==> config.mk <==
export PLATFORM = sky130hd
export DESIGN_NAME = axis_wrr_pkt_sched_4_flat
export DESIGN_NICKNAME = d
export VERILOG_FILES = /design/src/rtl/axis_wrr_pkt_sched_4_if.sv /design/src/rtl/axis_wrr_pkt_sched_4.sv /design/src/flat_wrapper.sv
export SDC_FILE = /design/constraint.sdc
export NUM_CORES = 1
export LEC_CHECK = 0
export CAP_MARGIN = 20
export CORE_AREA = 2 2 137 139
export DETAILED_ROUTE_END_ITERATION = 10
export DIE_AREA = 0 0 139 141
export PLACE_DENSITY_LB_ADDON = 0.25
export SKIP_CTS_REPAIR_TIMING = 1
export SLEW_MARGIN = 40
export SYNTH_ARGS = -nofsm -noshare
export SYNTH_HDL_FRONTEND = slang
export SYNTH_SLANG_ARGS = --single-unit
export TNS_END_PERCENT = 1
==> constraint.sdc <==
create_clock -name clk -period 6.4 [get_ports clk]
set_input_delay 1.28 -clock clk [delete_from_list [all_inputs] [get_ports clk]]
set_output_delay 1.28 -clock clk [all_outputs]
set_load 0.05 [all_outputs]
==> src/rtl/axis_wrr_pkt_sched_4_if.sv <==
// AXI4-Stream bundle used for the scheduler's four source ports and its output port.
interface axis_wrr_pkt_sched_4_if #(
  parameter int DATA_WIDTH = 64
);
  logic                  tvalid;
  logic                  tready;
  logic [DATA_WIDTH-1:0] tdata;
  logic                  tlast;

  modport master (output tvalid, output tdata, output tlast, input tready);
  modport slave  (input tvalid, input tdata, input tlast, output tready);
endinterface

==> src/rtl/axis_wrr_pkt_sched_4.sv <==
// Packet-granular 4:1 weighted round-robin AXI-S merge; 1 arbitration cycle per packet, beats pass through
// combinationally, backpressure goes straight to the granted source. AXIS_SCHED_TID_EN adds m_axis_tid.
module axis_wrr_pkt_sched_4 #(
  parameter int DATA_WIDTH   = 64,
  parameter int WEIGHT_WIDTH = 4
) (
  input  logic                    clk,
  input  logic                    rst_n,
  axis_wrr_pkt_sched_4_if.slave   s00_axis,
  axis_wrr_pkt_sched_4_if.slave   s01_axis,
  axis_wrr_pkt_sched_4_if.slave   s02_axis,
  axis_wrr_pkt_sched_4_if.slave   s03_axis,
  axis_wrr_pkt_sched_4_if.master  m_axis,
  input  logic [WEIGHT_WIDTH-1:0] cfg_weight0,
  input  logic [WEIGHT_WIDTH-1:0] cfg_weight1,
  input  logic [WEIGHT_WIDTH-1:0] cfg_weight2,
  input  logic [WEIGHT_WIDTH-1:0] cfg_weight3,
`ifdef AXIS_SCHED_TID_EN
  output logic [1:0]              m_axis_tid,
`endif
  output logic                    busy,
  output logic [1:0]              grant_idx
);

  typedef enum logic {IDLE, PKT} state_t;

  state_t                  state;
  logic [WEIGHT_WIDTH-1:0] credit;
  logic [3:0]              req;
  logic [3:0]              last;
  logic [DATA_WIDTH-1:0]   dat [4];
  logic [WEIGHT_WIDTH-1:0] weight [4];
  logic [1:0]              win_idx;
  logic [1:0]              cand;
  logic [WEIGHT_WIDTH-1:0] win_weight;
  logic                    in_pkt;

  assign req  = {s03_axis.tvalid, s02_axis.tvalid, s01_axis.tvalid, s00_axis.tvalid};
  assign last = {s03_axis.tlast, s02_axis.tlast, s01_axis.tlast, s00_axis.tlast};

  assign dat[0] = s00_axis.tdata;
  assign dat[1] = s01_axis.tdata;
  assign dat[2] = s02_axis.tdata;
  assign dat[3] = s03_axis.tdata;

  assign weight[0] = cfg_weight0;
  assign weight[1] = cfg_weight1;
  assign weight[2] = cfg_weight2;
  assign weight[3] = cfg_weight3;

  // Scan from furthest to nearest so the port right after the last grant wins.
  always_comb begin
    win_idx = grant_idx;
    cand    = '0;
    for (int k = 4; k >= 1; k--) begin
      cand = grant_idx + 2'(k);
      if (req[cand]) win_idx = cand;
    end
  end

  assign win_weight = weight[win_idx];

  always_ff @(posedge clk or negedge rst_n) begin
    if (!rst_n) begin
      state     <= IDLE;
      grant_idx <= 2'd3;
      credit    <= '0;
    end else begin
      case (state)
        IDLE: begin
          if (|req) begin
            if ((credit != '0) && req[grant_idx]) begin
              credit <= credit - WEIGHT_WIDTH'(1);
            end else begin
              // New turn: weight 0 behaves as 1, and leftover credit is dropped.
              grant_idx <= win_idx;
              credit    <= (win_weight == '0) ? '0 : win_weight - WEIGHT_WIDTH'(1);
            end
            state <= PKT;
          end
        end
        PKT: begin
          if (m_axis.tvalid && m_axis.tready && m_axis.tlast) state <= IDLE;
        end
        default: state <= IDLE;
      endcase
    end
  end

  assign in_pkt = (state == PKT);
  assign busy   = in_pkt;

  assign m_axis.tvalid = in_pkt & req[grant_idx];
  assign m_axis.tlast  = in_pkt & last[grant_idx];
  assign m_axis.tdata  = in_pkt ? dat[grant_idx] : '0;

  assign s00_axis.tready = in_pkt && (grant_idx == 2'd0) && m_axis.tready;
  assign s01_axis.tready = in_pkt && (grant_idx == 2'd1) && m_axis.tready;
  assign s02_axis.tready = in_pkt && (grant_idx == 2'd2) && m_axis.tready;
  assign s03_axis.tready = in_pkt && (grant_idx == 2'd3) && m_axis.tready;

`ifdef AXIS_SCHED_TID_EN
  assign m_axis_tid = in_pkt ? grant_idx : 2'd0;
`endif

endmodule

==> src/flat_wrapper.sv <==
// flat-port wrapper written by rule: the top's interface ports become plain ports
module axis_wrr_pkt_sched_4_flat 
#(
  parameter int DATA_WIDTH   = 64,
  parameter int WEIGHT_WIDTH = 4
)
  (clk, rst_n, cfg_weight0, cfg_weight1, cfg_weight2, cfg_weight3, busy, grant_idx, s00_axis_tvalid, s00_axis_tdata, s00_axis_tlast, s00_axis_tready, s01_axis_tvalid, s01_axis_tdata, s01_axis_tlast, s01_axis_tready, s02_axis_tvalid, s02_axis_tdata, s02_axis_tlast, s02_axis_tready, s03_axis_tvalid, s03_axis_tdata, s03_axis_tlast, s03_axis_tready, m_axis_tvalid, m_axis_tdata, m_axis_tlast, m_axis_tready);
  axis_wrr_pkt_sched_4_if #(.DATA_WIDTH(DATA_WIDTH)) s00_axis_i ();
  axis_wrr_pkt_sched_4_if #(.DATA_WIDTH(DATA_WIDTH)) s01_axis_i ();
  axis_wrr_pkt_sched_4_if #(.DATA_WIDTH(DATA_WIDTH)) s02_axis_i ();
  axis_wrr_pkt_sched_4_if #(.DATA_WIDTH(DATA_WIDTH)) s03_axis_i ();
  axis_wrr_pkt_sched_4_if #(.DATA_WIDTH(DATA_WIDTH)) m_axis_i ();
  input  logic clk;
  input  logic rst_n;
  input  logic [WEIGHT_WIDTH-1:0] cfg_weight0;
  input  logic [WEIGHT_WIDTH-1:0] cfg_weight1;
  input  logic [WEIGHT_WIDTH-1:0] cfg_weight2;
  input  logic [WEIGHT_WIDTH-1:0] cfg_weight3;
  output logic busy;
  output logic [1:0] grant_idx;
  input wire logic [$bits(s00_axis_i.tvalid)-1:0] s00_axis_tvalid;
  input wire logic [$bits(s00_axis_i.tdata)-1:0] s00_axis_tdata;
  input wire logic [$bits(s00_axis_i.tlast)-1:0] s00_axis_tlast;
  output wire logic [$bits(s00_axis_i.tready)-1:0] s00_axis_tready;
  input wire logic [$bits(s01_axis_i.tvalid)-1:0] s01_axis_tvalid;
  input wire logic [$bits(s01_axis_i.tdata)-1:0] s01_axis_tdata;
  input wire logic [$bits(s01_axis_i.tlast)-1:0] s01_axis_tlast;
  output wire logic [$bits(s01_axis_i.tready)-1:0] s01_axis_tready;
  input wire logic [$bits(s02_axis_i.tvalid)-1:0] s02_axis_tvalid;
  input wire logic [$bits(s02_axis_i.tdata)-1:0] s02_axis_tdata;
  input wire logic [$bits(s02_axis_i.tlast)-1:0] s02_axis_tlast;
  output wire logic [$bits(s02_axis_i.tready)-1:0] s02_axis_tready;
  input wire logic [$bits(s03_axis_i.tvalid)-1:0] s03_axis_tvalid;
  input wire logic [$bits(s03_axis_i.tdata)-1:0] s03_axis_tdata;
  input wire logic [$bits(s03_axis_i.tlast)-1:0] s03_axis_tlast;
  output wire logic [$bits(s03_axis_i.tready)-1:0] s03_axis_tready;
  output wire logic [$bits(m_axis_i.tvalid)-1:0] m_axis_tvalid;
  output wire logic [$bits(m_axis_i.tdata)-1:0] m_axis_tdata;
  output wire logic [$bits(m_axis_i.tlast)-1:0] m_axis_tlast;
  input wire logic [$bits(m_axis_i.tready)-1:0] m_axis_tready;
  assign s00_axis_i.tvalid = s00_axis_tvalid;
  assign s00_axis_i.tdata = s00_axis_tdata;
  assign s00_axis_i.tlast = s00_axis_tlast;
  assign s00_axis_tready = s00_axis_i.tready;
  assign s01_axis_i.tvalid = s01_axis_tvalid;
  assign s01_axis_i.tdata = s01_axis_tdata;
  assign s01_axis_i.tlast = s01_axis_tlast;
  assign s01_axis_tready = s01_axis_i.tready;
  assign s02_axis_i.tvalid = s02_axis_tvalid;
  assign s02_axis_i.tdata = s02_axis_tdata;
  assign s02_axis_i.tlast = s02_axis_tlast;
  assign s02_axis_tready = s02_axis_i.tready;
  assign s03_axis_i.tvalid = s03_axis_tvalid;
  assign s03_axis_i.tdata = s03_axis_tdata;
  assign s03_axis_i.tlast = s03_axis_tlast;
  assign s03_axis_tready = s03_axis_i.tready;
  assign m_axis_tvalid = m_axis_i.tvalid;
  assign m_axis_tdata = m_axis_i.tdata;
  assign m_axis_tlast = m_axis_i.tlast;
  assign m_axis_i.tready = m_axis_tready;
  axis_wrr_pkt_sched_4 #(.DATA_WIDTH(DATA_WIDTH), .WEIGHT_WIDTH(WEIGHT_WIDTH)) u_core (.clk(clk), .rst_n(rst_n), .s00_axis(s00_axis_i), .s01_axis(s01_axis_i), .s02_axis(s02_axis_i), .s03_axis(s03_axis_i), .m_axis(m_axis_i), .cfg_weight0(cfg_weight0), .cfg_weight1(cfg_weight1), .cfg_weight2(cfg_weight2), .cfg_weight3(cfg_weight3), .busy(busy), .grant_idx(grant_idx));
endmodule
==> impl_metrics.env, run 1 <==
export IMPL_synth_top_area_share_pct=52.9
export IMPL_synth_seq_area_share_pct=6.23
export IMPL_detailedRoute_firstPassIterationCount=4
export IMPL_timing_final_max_slew_violations=0
export IMPL_final_critical_path_setup_slack_ns=1.85
export IMPL_worstPathCellList="clkdlybuf4s50_1 -> mux4_2 -> and2_1 -> clkdlybuf4s50_1"
export IMPL_io_buffer_count=355
export IMPL_avgViaCountPerCell=4.50
export IMPL_share_of_post_route_cells_with_drive_strength_above_1_pct=14.3
export IMPL_cts_tree="done"
export IMPL_final_cells=831
export IMPL_crit_reg2reg_launch="u_core.grant_idx[0]"
export IMPL_clkLatencyLatePin_ns=0.23
export IMPL_place_detailed_instances=823
export IMPL_placement_cell_area_um2=6660
export IMPL_synth_area_leaders="mux4_2 (53%), and2_1 (15%), dfrtp_1 (4.4%), mux2i_1 (3.2%), ha_1 (2.2%)"
export IMPL_vdd_ir_drop_max_mv=0.302
export IMPL_placement_row_count=50
export IMPL_total_of_endpoints_with_negative_setup_slack_in_the_final_report=0
export IMPL_worstSetupStartpointType="primary input"
export IMPL_r2r_setup_slack_ns=2.91
export IMPL_power_density_nw_per_um2=475
export IMPL_wirelength_routed_mm=16.4
export IMPL_io_pin_count=356
export IMPL_tritoncts_num_sinks=7
export IMPL_routabilityCongestion=0.899
export IMPL_routed_wire_length_per_instance_um=19.7
export IMPL_route_antenna_remaining_nets=0
export IMPL_grt_setup_unrepaired="no"
export IMPL_synth_cells=255
export IMPL_vias_in_the_first_global_route=3955
export IMPL_root_buffer="clkbuf_16"
export IMPL_post_synthesis_register_bit_count=7
export IMPL_count_of_filler_cells_inserted_in_the_layout=1789
export IMPL_fmaxAchievable_mhz=220
export IMPL_timing_hold_worst_class="reg2reg"
export IMPL_fin_skew_ns=0.00151
export IMPL_design_power_total_mw=3.20
export IMPL_vias=3739
export IMPL_cpMostUsedCell="clkdlybuf4s50_1"
export IMPL_final_critical_period_ns=4.55
export IMPL_antenna_violations_before_repair=5
export IMPL_hold_slack_ns=0.532
export IMPL_timing_critical_path_arrival_ns=3.27
export IMPL_critical_path_max_fanout=7
export IMPL_required_time_of_the_worst_setup_path_ns=5.12
export IMPL_mean_syn_cell_area_um2=11.2
export IMPL_die_area_um2=19600
export IMPL_r2r_cells=9
export IMPL_cpPeakStageDelay_ns=0.70
export IMPL_placeableCoreArea_um2=18300
export IMPL_final_net_count=882
export IMPL_globalRouteOverflowTotal=0
export IMPL_timing_final_hold_violations=0
export IMPL_timing_slew_headroom_pct=50.9
export IMPL_number_of_buffers_created_by_cts=3
export IMPL_area_growth_synth_to_final_pct=137
export IMPL_synth_warnings=0
export IMPL_synthesis_area_um2=2850
export IMPL_die_h_um=141
export IMPL_pre_cts_slack_ns=1.86
export IMPL_outcome="finished, final reports clean"
export IMPL_worst_slew_pin_transition_ns=0.736
export IMPL_initial_utilization_pct=15.6
export IMPL_synth_cell_type_count=41
export IMPL_finalCoreUtilization_pct=37.0
export IMPL_fin_crit_sh_pct=71.1
export IMPL_crit_reg2reg_capture="u_core.credit[0]"
export IMPL_critPathCaptureType="output pin"
export IMPL_clock_tree_buffer_depth=2
export IMPL_detail_route_drc_violations=0
export IMPL_clk_pin_slew_ns=0.04
export IMPL_grt_max_degree=76
export IMPL_final_setup_tns_ns=0
export IMPL_setup_worst_path_class="in2out"
export IMPL_mappedNetlistNets=543
export IMPL_final_hpwl_dp_mm=13.8
export IMPL_grt_total_usage_pct=15.7
export IMPL_post_route_cell_area_um2=6750
export IMPL_maximum_capacitance_violations=0
export IMPL_die_width_um=139
export IMPL_post_synth_top_area_cell="mux4_2"
export IMPL_capture_point_of_the_worst_path="m_axis_tvalid"
export IMPL_clock_tree_htree_level_count=1
export IMPL_leakagePower_nw=2.38
export IMPL_grt_pass1_wl_mm=24.0
export IMPL_initialDrtViolationCount=98
export IMPL_crit_slowest_cell="clkdlybuf4s50_1"
export IMPL_worstSetupStartpoint="s00_axis_tvalid"
-- cells in the final DEF, fill, tap and decap left out, types with 2 or more instances in the layout --
| cell type | n |
|---|---|
| and3_1 | 4 |
| buf_12 | 3 |
| nor2_1 | 11 |
| nor2b_1 | 2 |
| a21oi_1 | 5 |
| clkbuf_16 | 3 |
| inv_1 | 4 |
| buf_4 | 2 |
| mux2i_1 | 9 |
| nand3_1 | 4 |
| dfrtp_1 | 4 |
| dfstp_4 | 2 |
| ha_1 | 5 |
| a31oi_1 | 2 |
| nor3_1 | 7 |
| o21ai_0 | 7 |
| clkdlybuf4s50_1 | 355 |
| nand2_1 | 6 |
| mux2_2 | 2 |
| and2_1 | 67 |
| diode_2 | 4 |
| mux4_2 | 67 |
-- synthesized netlist by cell type --
cell type and count:
a221oi_4 1, nand2_1 6, nand3_1 4, o221ai_1 1, buf_2 8, or2_2 1
and2_1 67, a41oi_1 1, inv_1 4, a31oi_1 2, nor3_1 7, ha_1 5
nor2b_1 2, o21bai_1 1, nor4b_1 1, mux4_2 67, o211ai_1 1, nand2b_1 1
dfrtp_1 5, and3_1 4, nand4b_1 1, buf_6 2, nor2_4 1, nor2_2 1
a221o_1 1, mux2_2 2, o21ai_1 1, o21bai_4 1, a32oi_1 1, o31ai_1 1
a21oi_1 5, o22ai_1 1, nor4_1 1, dfstp_2 2, o21ai_0 7, a311o_1 1
nor2_1 11, mux2i_1 9, clkbuf_1 12, buf_1 4, mux4_1 1
-- critical path, delay by kind of cell --
family	cells	cell delay, ns
buf+inv	2	1.26
simple gates	1	0.18
mux	1	0.56
-- layer usage --
metal	GRT usage (%)	wire [um]	share of wire (%)	vias up
li1	-	-	-	1709
met1	18.7	6340	39	1827
met2	28.0	8440	52	175
met3	4.25	1270	7.8	26
met4	3.93	309	1.9	2
met5	0	13	0.079	-
-- worst min path at each step --
| stage | from | endpoint | slack (ns) | cells past startpoint |
|---|---|---|---|---|
| 6_report | u_core.credit[2] | u_core.credit[2] | 0.53 | 2 |
| 5_1_grt | u_core.credit[2] | u_core.credit[2] | 0.57 | 2 |
| 4_1_cts | u_core.credit[2] | u_core.credit[2] | 0.53 | 2 |
| 3_5_place_dp | u_core.credit[2] | u_core.credit[2] | 0.52 | 2 |
| 3_3_place_gp | u_core.credit[2] | u_core.credit[2] | 0.52 | 2 |
| 2_1_floorplan | u_core.credit[2] | u_core.credit[2] | 0.48 | 2 |
-- where the power goes --
part	switching (mW)	internal, mW	total, mW	leakage, nW
Clock	0.0248	0.0830	0.108	0.0382
Combinational	1.63	1.27	2.90	2.26
Sequential	0.117	0.0771	0.194	0.0794
-- layout make-up --
cell class / count / area [um2] / area share [%]
inverters: 4 / 15.0 / 0.222
diodes: 4 / 10.0 / 0.148
multi-input cells: 218 / 2540 / 37.6
clock buffers: 4 / 78.8 / 1.17
flip-flops and latches: 7 / 189 / 2.80
repair buffers: 360 / 3630 / 53.7
well taps: 234 / 293 / 4.34
-- cells by family after synthesis --
logic type	share of synthesized area, %
mux	57.8
buf+inv	4.82
fa+ha+maj	2.19
flops	6.23
compound gates	6.93
simple gates	22.1
-- registers in the layout, summed over array words and instances (netlist names) --
name	cells
u_core.busy	1
u_core.credit	4
u_core.grant_idx	2
Note: power is estimated with default switching activity, not from simulation.
==> run 2: changes to the inputs <==
CORE_AREA = 2 2 138 140   (was 2 2 137 139)
DIE_AREA = 0 0 140 142   (was 0 0 139 141)
clock period = 4 ns   (was 6.4 ns; I/O delays follow)
==> run 2 against run 1 <==
The flow now finishes with violations (design-rule violations). Non-clock buffer count increased by 4. Worst setup slack got worse by 1.5 ns. Global-route usage increased by 0.54 points. Sequential share of layout area about the same. First-iteration DRC count increased by 92%. Clock skew decreased by 0.0012 ns. Worst hold slack improved by 0.0073 ns. Sequential power increased by 75%. Power increased by 62%. Largest power group unchanged. Critical path depth unchanged. Flip-flop and latch count unchanged. Final area increased by 0.41%.
==> impl_metrics.env, run 2 (same netlist as run 1, synthesis figures left out) <==
export IMPL_outcome="finished with violations"
export IMPL_failed_checks="design-rule violations"
export IMPL_netSwitchingPower_mw=2.88
export IMPL_timing_hold_worst_class="reg2reg"
export IMPL_most_common_library_cell_in_the_layout_ignoring_fill_and_taps="clkdlybuf4s50_1"
export IMPL_critical_path_max_fanout=23
export IMPL_cts_tree="done"
export IMPL_sw_frac_of_total_pct=55.5
export IMPL_io_buffer_count=355
export IMPL_registers_top_by_ff_count="u_core.credit"
export IMPL_holdPathStages=2
export IMPL_power_internal_mw=2.32
export IMPL_leakagePower_nw=2.39
export IMPL_design_power_total_mw=5.20
export IMPL_detail_route_drc_violations=25
export IMPL_fin_skew_ns=0.000356
export IMPL_die_area_um2=19900
export IMPL_finalCoreUtilization_pct=36.7
export IMPL_tritoncts_num_sinks=7
export IMPL_crit_reg2reg_capture="u_core.credit[0]"
export IMPL_vdd_ir_drop_max_mv=0.502
export IMPL_required_time_of_the_worst_setup_path_ns=3.20
export IMPL_power_share_combinational_pct=90.2
export IMPL_routed_wire_length_per_instance_um=20.5
export IMPL_final_cells=835
export IMPL_initialDrtViolationCount=188
export IMPL_power_frac_clock_pct=3.3
export IMPL_critPathCaptureType="output pin"
export IMPL_area_growth_synth_to_final_pct=138
export IMPL_die_width_um=140
export IMPL_grt_total_usage_pct=16.2
export IMPL_number_of_flip_flops_in_the_largest_register=4
export IMPL_clock_tree_buffer_depth=2
export IMPL_timing_final_max_slew_violations=0
export IMPL_fmaxAchievable_mhz=276
export IMPL_placement_row_count=50
export IMPL_die_h_um=142
export IMPL_fin_crit_sh_pct=90.5
export IMPL_share_of_post_route_cells_with_drive_strength_above_1_pct=15.1
export IMPL_worst_slew_pin_transition_ns=0.845
export IMPL_total_of_endpoints_with_negative_setup_slack_in_the_final_report=0
export IMPL_routabilityCongestion=0.902
export IMPL_vias=3738
export IMPL_power_density_nw_per_um2=767
export IMPL_number_of_buffers_created_by_cts=3
export IMPL_root_buffer="clkbuf_16"
export IMPL_final_net_count=886
export IMPL_maximum_capacitance_violations=0
export IMPL_placeableCoreArea_um2=18500
export IMPL_final_critical_path_setup_slack_ns=0.379
export IMPL_r2r_cells=9
export IMPL_timing_slew_headroom_pct=43.1
export IMPL_clk_pin_slew_ns=0.04
export IMPL_final_hpwl_dp_mm=14.8
export IMPL_clkLatencyLatePin_ns=0.23
export IMPL_worstSetupStartpointType="flip-flop"
export IMPL_layout_cells_most_common_list="clkdlybuf4s50_1 (354), mux4_2 (67), and2_1 (67), nor2_1 (11), mux2i_1 (9)"
export IMPL_pre_cts_slack_ns=0.377
export IMPL_timing_final_hold_violations=0
export IMPL_place_detailed_instances=827
export IMPL_detailedRoute_firstPassIterationCount=8
export IMPL_final_critical_period_ns=3.62
export IMPL_crit_reg2reg_launch="u_core.grant_idx[1]"
export IMPL_route_antenna_remaining_nets=0
export IMPL_min_to="u_core.credit[2]"
export IMPL_antenna_violations_before_repair=4
export IMPL_globalRouteOverflowTotal=0
export IMPL_r2r_setup_slack_ns=0.70
export IMPL_initial_utilization_pct=15.5
export IMPL_io_pin_count=356
export IMPL_final_setup_tns_ns=0
export IMPL_wirelength_routed_mm=17.1
export IMPL_grt_max_degree=51
export IMPL_avgViaCountPerCell=4.48
export IMPL_timing_critical_path_arrival_ns=2.82
export IMPL_vias_in_the_first_global_route=3947
export IMPL_clock_tree_htree_level_count=1
export IMPL_setup_worst_path_class="reg2out"
export IMPL_count_of_filler_cells_inserted_in_the_layout=1814
export IMPL_seq_power_share_pct=6.5
export IMPL_grt_setup_unrepaired="no"
export IMPL_timing_hold_worst_start="u_core.credit[2]"
export IMPL_grt_pass1_wl_mm=24.8
## run 2: worst max-delay path by stage
stage	from	to	slack, ns	cells past startpoint
final	u_core.grant_idx[0]	m_axis_tdata[3]	0.38	4
after global routing	u_core.grant_idx[0]	m_axis_tdata[3]	0.26	4
after CTS	u_core.grant_idx[0]	m_axis_tdata[3]	0.33	4
after detailed placement	s00_axis_tvalid	m_axis_tvalid	0.38	4
after global placement	s00_axis_tvalid	m_axis_tvalid	0.39	4
after floorplan	u_core.grant_idx[1]	m_axis_tdata[34]	0.89	5
## run 2: per-layer routing
| layer | wire length (um) | track usage (%) | up-vias |
|---|---|---|---|
| met3 | 1340 | 3.77 | 18 |
| li1 | - | - | 1712 |
| met4 | 227 | 3.88 | 0 |
| met5 | 0 | 0 | - |
| met2 | 9290 | 30.4 | 168 |
| met1 | 6240 | 18.7 | 1840 |
## run 2: stage by stage
step	hold slack (ns)	cell area [um2]
2_1_floorplan	0.477	2850
3_3_place_gp	0.503	6690
3_5_place_dp	0.521	6690
4_1_cts	0.529	6770
5_1_grt	0.572	6780
6_report	0.539	6780
## run 2: cell type report
cell class | count | area (um2) | area share, %
Antenna cell | 4 | 10.0 | 0.148
Clock buffer | 4 | 78.8 | 1.16
Inverter | 4 | 15.0 | 0.221
Multi-Input combinational cell | 218 | 2540 | 37.4
Sequential cell | 7 | 189 | 2.79
Tap cell | 234 | 293 | 4.32
Timing Repair Buffer | 364 | 3660 | 53.9
## run 2: worst max-delay path, stage by stage (launching register included)
cell	delay (ns)
dfstp_4	0.88
buf_12	0.25
mux4_2	0.53
and2_1	0.19
clkdlybuf4s50_1	0.73
## run 2: power groups by stage
stage,combinational (mW),clock [mW],sequential [mW]
floorplan,3.30,0,0.185
global route,4.94,0.178,0.366
global placement,4.69,0,0.343
detailed placement,4.73,0,0.346
finish,4.69,0.171,0.339
CTS,4.74,0.173,0.346
